==> config.mk <==
export PLATFORM = sky130hd
export DESIGN_NAME = adc_spi_sequencer
export DESIGN_NICKNAME = d
export VERILOG_FILES = /design/src/rtl/adc_spi_sequencer.sv
export SDC_FILE = /design/constraint.sdc
export NUM_CORES = 1
export LEC_CHECK = 0
export ABC_AREA = 1
export CELL_PAD_IN_SITES_DETAIL_PLACEMENT = 1
export CELL_PAD_IN_SITES_GLOBAL_PLACEMENT = 2
export CORE_AREA = 3 3 87 89
export DETAILED_ROUTE_END_ITERATION = 10
export DIE_AREA = 0 0 90 92
export DONT_BUFFER_PORTS = 1
export PLACE_DENSITY = 0.71
export REMOVE_ABC_BUFFERS = 1
export SETUP_SLACK_MARGIN = 0.2
export SYNTH_ARGS = -nofsm -noshare
export SYNTH_HDL_FRONTEND = slang
export SYNTH_SLANG_ARGS = --single-unit
export TNS_END_PERCENT = 100
==> constraint.sdc <==
create_clock -name clk -period 1.75 [get_ports clk]
set_input_delay 0.2625 -clock clk [delete_from_list [all_inputs] [get_ports clk]]
set_output_delay 0.2625 -clock clk [all_outputs]
set_load 0.02 [all_outputs]
==> src/rtl/adc_spi_sequencer.sv <==
// adc_spi_sequencer
//   Turns a start request into one SPI ADC conversion: a cnv strobe, a
//   conversion wait, then DATA_W sck periods that shift sdo in MSB first.
//   The sample is offered on a valid/ready port; overrun pulses when an
//   unconsumed sample is replaced.
//   Optional feature macro: ADC_SEQ_AUTOTRIG_EN adds auto_en/period and an
//   internal periodic trigger ORed with start.
//   Every pin output is a register fed from the current FSM state, so each
//   pin changes one edge after the state that asks for it.
//   Handshake: data is transferred on every edge where valid && ready; valid
//   stays high and data stays stable until then, except that a new sample
//   from DONE replaces the old one and sets valid again on that edge.
//   state_dbg exposes the FSM state (0 = IDLE).
module adc_spi_sequencer #(
   parameter int DATA_W     = 16,
   parameter int CNV_CYCLES = 4,
   parameter int CONV_WAIT  = 8,
   parameter int SCK_HALF   = 1,
   parameter int PERIOD_W   = 16
) (
   input  logic                clk,
   input  logic                reset,
   input  logic                start,
`ifdef ADC_SEQ_AUTOTRIG_EN
   input  logic                auto_en,
   input  logic [PERIOD_W-1:0] period,
`endif
   output logic                busy,
   output logic                cnv,
   output logic                sck,
   input  logic                sdo,
   output logic [DATA_W-1:0]   data,
   output logic                valid,
   input  logic                ready,
   output logic                overrun,
   output logic [2:0]          state_dbg
);

   localparam int MAX_A   = (CNV_CYCLES > CONV_WAIT) ? CNV_CYCLES : CONV_WAIT;
   localparam int MAX_CNT = (MAX_A > SCK_HALF) ? MAX_A : SCK_HALF;
   localparam int CNT_W   = $clog2(MAX_CNT + 1);
   localparam int BIT_W   = $clog2(DATA_W + 1);

   localparam logic [CNT_W-1:0] CNV_LAST  = CNT_W'(CNV_CYCLES - 1);
   localparam logic [CNT_W-1:0] WAIT_LAST = CNT_W'(CONV_WAIT - 1);
   localparam logic [CNT_W-1:0] HALF_LAST = CNT_W'(SCK_HALF - 1);
   localparam logic [BIT_W-1:0] BIT_LAST  = BIT_W'(DATA_W - 1);

   typedef enum logic [2:0] {
      S_IDLE  = 3'd0,
      S_CNV   = 3'd1,
      S_WAIT  = 3'd2,
      S_SHIFT = 3'd3,
      S_DONE  = 3'd4
   } state_t;

   state_t            state, state_nx;
   logic [CNT_W-1:0]  cnt, cnt_nx;
   logic [BIT_W-1:0]  bit_cnt, bit_nx;
   logic              half_hi, half_hi_nx;
   logic [DATA_W-1:0] shift_reg;
   logic              go;
   logic              sample_bit;

`ifdef ADC_SEQ_AUTOTRIG_EN
   logic [PERIOD_W-1:0] auto_cnt;
   logic                auto_fire;

   assign auto_fire = auto_en && (auto_cnt == period);
   assign go        = start || auto_fire;

   // Free-running trigger counter; wraps every period+1 cycles while enabled.
   always_ff @(posedge clk) begin
      if (reset || !auto_en) begin
         auto_cnt <= '0;
      end else if (auto_cnt == period) begin
         auto_cnt <= '0;
      end else begin
         auto_cnt <= auto_cnt + PERIOD_W'(1);
      end
   end
`else
   assign go = start;
`endif

   // The first cycle of each low half is the edge on which sck falls.
   assign sample_bit = (state == S_SHIFT) && !half_hi && (cnt == '0);
   assign state_dbg  = state;

   // FSM and sequencing counters.
   always_ff @(posedge clk) begin
      if (reset) begin
         state   <= S_IDLE;
         cnt     <= '0;
         bit_cnt <= '0;
         half_hi <= 1'b0;
      end else begin
         state   <= state_nx;
         cnt     <= cnt_nx;
         bit_cnt <= bit_nx;
         half_hi <= half_hi_nx;
      end
   end

   // Next-state logic; start is only looked at in IDLE, so requests while busy vanish.
   always_comb begin
      state_nx   = state;
      cnt_nx     = cnt;
      bit_nx     = bit_cnt;
      half_hi_nx = half_hi;
      unique case (state)
         S_IDLE: begin
            cnt_nx = '0;
            if (go) begin
               state_nx = S_CNV;
            end
         end
         S_CNV: begin
            if (cnt == CNV_LAST) begin
               state_nx = S_WAIT;
               cnt_nx   = '0;
            end else begin
               cnt_nx = cnt + CNT_W'(1);
            end
         end
         S_WAIT: begin
            if (cnt == WAIT_LAST) begin
               state_nx   = S_SHIFT;
               cnt_nx     = '0;
               bit_nx     = '0;
               half_hi_nx = 1'b1;
            end else begin
               cnt_nx = cnt + CNT_W'(1);
            end
         end
         S_SHIFT: begin
            if (cnt == HALF_LAST) begin
               cnt_nx     = '0;
               half_hi_nx = !half_hi;
               if (!half_hi) begin
                  if (bit_cnt == BIT_LAST) begin
                     state_nx = S_DONE;
                  end else begin
                     bit_nx = bit_cnt + BIT_W'(1);
                  end
               end
            end else begin
               cnt_nx = cnt + CNT_W'(1);
            end
         end
         S_DONE: begin
            state_nx = S_IDLE;
         end
         default: begin
            state_nx = S_IDLE;
         end
      endcase
   end

   // Registered pins, shift register and the output port.
   always_ff @(posedge clk) begin
      if (reset) begin
         cnv       <= 1'b0;
         busy      <= 1'b0;
         sck       <= 1'b0;
         shift_reg <= '0;
         data      <= '0;
         valid     <= 1'b0;
         overrun   <= 1'b0;
      end else begin
         cnv  <= (state == S_CNV);
         busy <= (state == S_CNV) || (state == S_WAIT) || (state == S_SHIFT);
         sck  <= (state == S_SHIFT) && half_hi;
         if (sample_bit) begin
            shift_reg <= {shift_reg[DATA_W-2:0], sdo};
         end
         if (state == S_DONE) begin
            data    <= shift_reg;
            valid   <= 1'b1;
            overrun <= valid && !ready;
         end else begin
            overrun <= 1'b0;
            if (valid && ready) begin
               valid <= 1'b0;
            end
         end
      end
   end

endmodule
==> results of run 1 <==
-- final cells by class --
cell class,count,area share [%]
Inverter,19,3.114
Tap cell,96,4.900
Sequential cell,50,41.25
Clock buffer,5,2.808
Multi-Input combinational cell,195,40.84
Clock inverter,2,1.582
Timing Repair Buffer,16,5.513
-- power breakdown --
| group | internal, uW | switching, uW |
|---|---|---|
| Combinational | 312 | 553 |
| Sequential | 1280 | 156 |
| Clock | 421 | 406 |
| Total | 2020 | 1120 |
-- what timing repair did --
item,CTS,global route
pin swaps,0,8
buffers inserted,0,2
gates resized for setup,3,31
hold buffers,1,2
hold endpoints to repair,2,2
setup endpoints to repair,7,11
-- synth_stat cells, types with 2 or more instances --
cell       n  area share, %
nor2_1    89             16
dfxtp_1   50             49
o21ai_0   34            8.3
nand2_1   30            5.5
inv_1     16            2.9
nand3_1   14            3.4
a21oi_1   10            2.4
clkbuf_1   5           0.91
ha_1       4            2.4
buf_6      3            1.6
nand4_1    3           0.91
buf_2      2           0.49
inv_2      2           0.36
o21ai_1    2           0.49
-- metrics by stage --
step	utilization [%]	setup WS [ns]
2_1_floorplan	-	0.1919
3_3_place_gp	32.07	0.1729
3_5_place_dp	32.07	0.1248
4_1_cts	33.94	0.1494
5_1_grt	35.88	0.1565
6_report	35.88	0.2752
-- routing by layer --
metal | track usage (%) | vias to the layer above | wire [um]
met4 | 4.974 | 0 | 82
met1 | 16.50 | 859 | 2503
met2 | 21.22 | 24 | 2623
li1 | - | 912 | -
met3 | 3.692 | 7 | 206
met5 | 0 | - | 0
-- worst max-delay path by stage --
stage,cells after the start,end,from
6_report,9,state_dbg[0],cnt[0]
2_1_floorplan,5,shift_reg[15],state_dbg[1]
3_3_place_gp,11,state_dbg[1],bit_cnt[1]
4_1_cts,11,state_dbg[1],bit_cnt[0]
3_5_place_dp,11,state_dbg[1],bit_cnt[0]
5_1_grt,12,state_dbg[0],bit_cnt[1]
-- cells by family after synthesis --
| logic type | share of synthesized area [%] |
|---|---|
| AOI/OAI and AO/OA | 12.04 |
| adders and majority gates | 2.432 |
| buffers and inverters | 7.113 |
| DFF | 48.63 |
| and+or+nand+nor | 29.79 |
-- worst max-delay path, delay by kind of cell (launching register included) --
kind,cells,cell delay [ns]
DFF,1,0.37
adders and majority gates,1,0.22
and+or+nand+nor,8,0.82
==> results.py, run 1 <==
metrics = {
    "cells_and_area": {
        "stdcell_area_um2": 2451,
        "regArea_um2": 1011,
        "multiInputGateArea_um2": 1001,
        "final_nets": 296,
        "layout-drive-gt1-share_pct": 17.77,
        "final_cell_mix": "84 x nor2_1, 46 x dfxtp_1, 34 x o21ai_0",
        "finalNonFillerCells": 383,
        "antennaDiodeCount": 0,
        "fillCellCount": 860,
        "final_common_cell": "nor2_1",
        "syn_to_final_growth_pct": 19.09,
    },
    "clock_network": {
        "root_buffer": "clkbuf_8",
        "cts_tree": "yes",
        "cts_buffers": 5,
        "cts_max_level": 2,
        "max-clock-path-buffers": 2,
        "clock_latency_ns": 0.31,
        "clock-sinks": 50,
        "clk_pin_slew_ns": 0.10,
    },
    "worst_setup_path": {
        "cp.arrival_ns": 1.74,
        "start_kind": "flop",
        "worstSetupEndpointType": "flop",
        "cp_cell_sequence": "ha_2 -> nand3_1 -> nand2_2 -> nand2_1 -> nor2_2 -> nand2_1 -> nand2_1 -> nand2_1 -> nor2_1",
        "critPathMaxStageDelay_ns": 0.37,
        "reg2reg_depth": 9,
        "r2r_slack_ns": 0.28,
        "crit_path_max_fanout": 4,
        "r2r_start": "cnt[0]",
        "required_ns": 2.01,
        "crit_top_cell": "nand2_1",
        "r2r_end": "state_dbg[0]",
        "path_class": "flop to flop",
        "cpMaxStageDelayCell": "dfxtp_2",
    },
    "global_route": {
        "grtUsageTotal_pct": 13.08,
        "antenna_found_initial": 0,
        "grt_overflow_total": 0,
        "grt_pass1_vias": 1791,
        "grt_pass1_wl_mm": 8.735,
        "grt_max_degree": 28,
    },
    "job": {
        "cap_violations": 0,
    },
    "sta": {
        "final-hold-violation-count": 0,
        "fin_crit_sh_pct": 84.28,
        "slew_violations": 0,
        "slew_headroom_pct": 77.32,
        "fin_skew_ns": 0.01101,
        "fin_crit_ns": 1.475,
        "fin_worst_hold_slack_ns": 0.01656,
        "timing.fmax_mhz": 678.0,
        "rsz0062_at_grt": "yes",
        "tns_ns": 0,
        "worstMarginPinSlew_ns": 0.3398,
        "setup_viol": 0,
    },
    "hold_path": {
        "hp-start": "reset",
        "hold_end": "sck",
        "hp-class": "input pin to flop",
        "hold_depth": 1,
    },
    "placement": {
        "placedInstanceArea_um2": 2191,
        "io_buffers": 0,
        "gp_congestion": 0.8023,
        "placed_cells": 371,
        "dp_hpwl_mm": 3.456,
    },
    "status": {
        "status": "complete, no violations",
    },
    "drt": {
        "vias": 1802,
        "drtIter0Drc": 44,
        "viasPerCell": 4.705,
        "dr.pass1.iters": 4,
        "drt_wl_total_mm": 5.416,
        "drcViolationCount": 0,
        "ant_nets": 0,
        "wl_per_cell_um": 14.14,
    },
    "logic_synthesis": {
        "yosys_warnings": 0,
        "synth_cells": 275,
        "synthArstFlopShare_pct": 0,
        "seq_area_frac_synth_pct": 48.63,
        "syn_avg_cell_area_um2": 7.484,
        "synthFlopType": "dfxtp_1",
        "netlist_area_um2": 2058,
        "ys_ff_latch": 50,
        "synth-edff-count": 0,
        "yosysUniqueCellTypes": 25,
    },
    "pwr": {
        "power_uw": 3131,
        "cellLeakagePower_uw": 0.001090,
        "ir_drop_mv": 0.4472,
        "power_density_nw_per_um2": 1278,
    },
    "floorplanning": {
        "io_pins": 29,
        "die-area_um2": 8280,
        "start_util_pct": 30.13,
        "core_um2": 6832,
        "die_y_um": 92,
        "fp.dieW_um": 90,
        "rows": 30,
    },
}
Note: power is estimated with default switching activity, not from simulation.
==> run 2: changes to the inputs <==
Settings changed: PLACE_DENSITY 0.71 to 0.74.
Clock period 1.75 ns to 1.2 ns, I/O delays scaled along.
==> results.py, run 2 (synthesized netlist as in run 1, its figures left out) <==
metrics = {
    "status": {
        "status": "finished, violations left",
        "violations": "negative setup slack",
    },
    "worst_setup_path": {
        "required_ns": 1.43,
        "cp.arrival_ns": 1.79,
        "r2r_slack_ns": -0.35,
        "r2r_end": "bit_cnt[1]",
        "crit_start": "cnt[1]",
        "crit_path_max_fanout": 4,
        "endpoint": "bit_cnt[1]",
        "path_class": "flop to flop",
        "worstSetupEndpointType": "flop",
        "r2r_start": "cnt[1]",
        "start_kind": "flop",
        "reg2reg_depth": 9,
    },
    "pwr": {
        "ir_drop_mv": 0.7027,
        "power_density_nw_per_um2": 1773,
        "p_comb_share_pct": 45.6,
        "switchingPower_uw": 2506,
        "p_int_uw": 3958,
        "swShare_pct": 38.77,
        "p_clk_share_pct": 19.8,
        "seqPwrFrac_pct": 34.6,
        "cellLeakagePower_uw": 0.001495,
    },
    "hold_path": {
        "hp-start": "ready",
        "hp-class": "input pin to flop",
    },
    "sta": {
        "final-hold-violation-count": 0,
        "setup_slack_ns": -0.3545,
        "fin_crit_sh_pct": 129.5,
        "timing.fmax_mhz": 643.3,
        "rsz0062_at_grt": "yes",
        "fin_skew_ns": 0.01206,
        "worstMarginPinSlew_ns": 0.6702,
        "fin_worst_hold_slack_ns": 0.1302,
        "slew_violations": 0,
        "fin_crit_ns": 1.555,
        "setup_viol": 50,
        "tns_ns": -12.73,
        "slew_headroom_pct": 55.18,
    },
    "clock_network": {
        "clk_pin_slew_ns": 0.11,
        "clock-sinks": 50,
        "cts_max_level": 2,
        "cts_buffers": 5,
        "max-clock-path-buffers": 2,
        "cts_tree": "yes",
        "clock_latency_ns": 0.31,
        "root_buffer": "clkbuf_8",
    },
    "global_route": {
        "grtUsageTotal_pct": 17.32,
        "gr-max-usage-layer": "met2",
        "grt_pass1_wl_mm": 11.61,
        "met2_usage_pct": 31.43,
        "antenna_found_initial": 0,
        "grt_pass1_vias": 2250,
        "grt_max_degree": 32,
        "grt_overflow_total": 0,
        "use_met3_pct": 2.461,
        "met1_usage_pct": 21.53,
    },
    "drt": {
        "wl_per_cell_um": 18.44,
        "ant_nets": 0,
        "drtIter0Drc": 50,
        "dr.pass1.iters": 4,
        "drt_wl_total_mm": 8.278,
        "drcViolationCount": 0,
        "vias": 2184,
        "viasPerCell": 4.864,
    },
    "cells_and_area": {
        "final_cell_mix": "48 x nor2_1, 42 x dfxtp_1, 38 x buf_4",
        "final_util_pct": 53.35,
        "antennaDiodeCount": 0,
        "final_common_cell": "nor2_1",
        "syn_to_final_growth_pct": 77.08,
        "stdcell_area_um2": 3645,
        "layout-drive-gt1-share_pct": 60.34,
        "final_nets": 361,
    },
    "placement": {
        "placedInstanceArea_um2": 2454,
        "post-place-ws_ns": -0.3244,
        "gp_congestion": 0.8108,
        "dp_hpwl_mm": 3.834,
        "io_buffers": 0,
    },
    "floorplanning": {
        "io_pins": 29,
        "fp.dieW_um": 90,
        "core_um2": 6832,
        "die_y_um": 92,
        "start_util_pct": 30.13,
        "rows": 30,
        "die-area_um2": 8280,
    },
    "job": {
        "cap_violations": 0,
    },
}
## run 2: metrics by stage
stage,power (uW),instances
detailed placement,3576,406
finish,6463,449
floorplan,2833,264
global route,6778,449
global placement,3540,406
CTS,5593,432
## run 2: power groups by stage
stage / combinational (uW) / sequential [uW] / clock (uW)
4_1_cts: 2150 / 2150 / 1300
5_1_grt: 3150 / 2260 / 1360
3_5_place_dp: 1450 / 2120 / 0
2_1_floorplan: 680 / 2150 / 0
6_report: 2950 / 2240 / 1280
3_3_place_gp: 1420 / 2120 / 0
## run 2: area by class of cell
type,count,area (um2)
clock buffers,5,68.82
inverters,19,93.84
fillers,794,3187
multi-input cells,195,1474
flip-flops and latches,50,1021
repair buffers,79,800.8
clock inverters,3,43.79
well taps,96,120.1
repair inverters,2,22.52
## run 2: layer usage
| metal | vias to the layer above | part of all wire (%) |
|---|---|---|
| met2 | 47 | 53 |
| met5 | - | 0 |
| li1 | 1040 | - |
| met4 | 0 | 2.8 |
| met3 | 20 | 3.5 |
| met1 | 1077 | 41 |
## run 2: worst min-delay path by stage
stage,slack (ns),cells after the start,endpoint
6_report,0.13,2,overrun
2_1_floorplan,0.25,1,bit_cnt[1]
3_5_place_dp,0.26,1,bit_cnt[4]
3_3_place_gp,0.25,1,cnt[3]
4_1_cts,0.07,2,overrun
5_1_grt,0.14,2,overrun
## run 2: what timing repair did
action                     4_1_cts  5_1_grt
cloned                           3        1
hold buffers                     2        0
hold endpoints to repair        10        0
pin swaps                       27       46
setup endpoints to repair       53       54
setup buffers                   13       16
gates resized for setup        122      126
## run 2: critical path, cell delays in order (launching register included)
cell     delay, ns
dfxtp_2       0.39
buf_6         0.12
ha_4          0.16
nand3_4       0.10
nand2_4       0.12
nand2_2       0.09
nor2_1        0.11
buf_4         0.16
nand3_4       0.08
a21oi_2       0.14
==> run 3: changes to the inputs <==
Settings changed: ABC_CLOCK_PERIOD_IN_PS set to 1200.
==> results of run 3 <==
Final layout, timing and power as in run 2 (identical DEF).
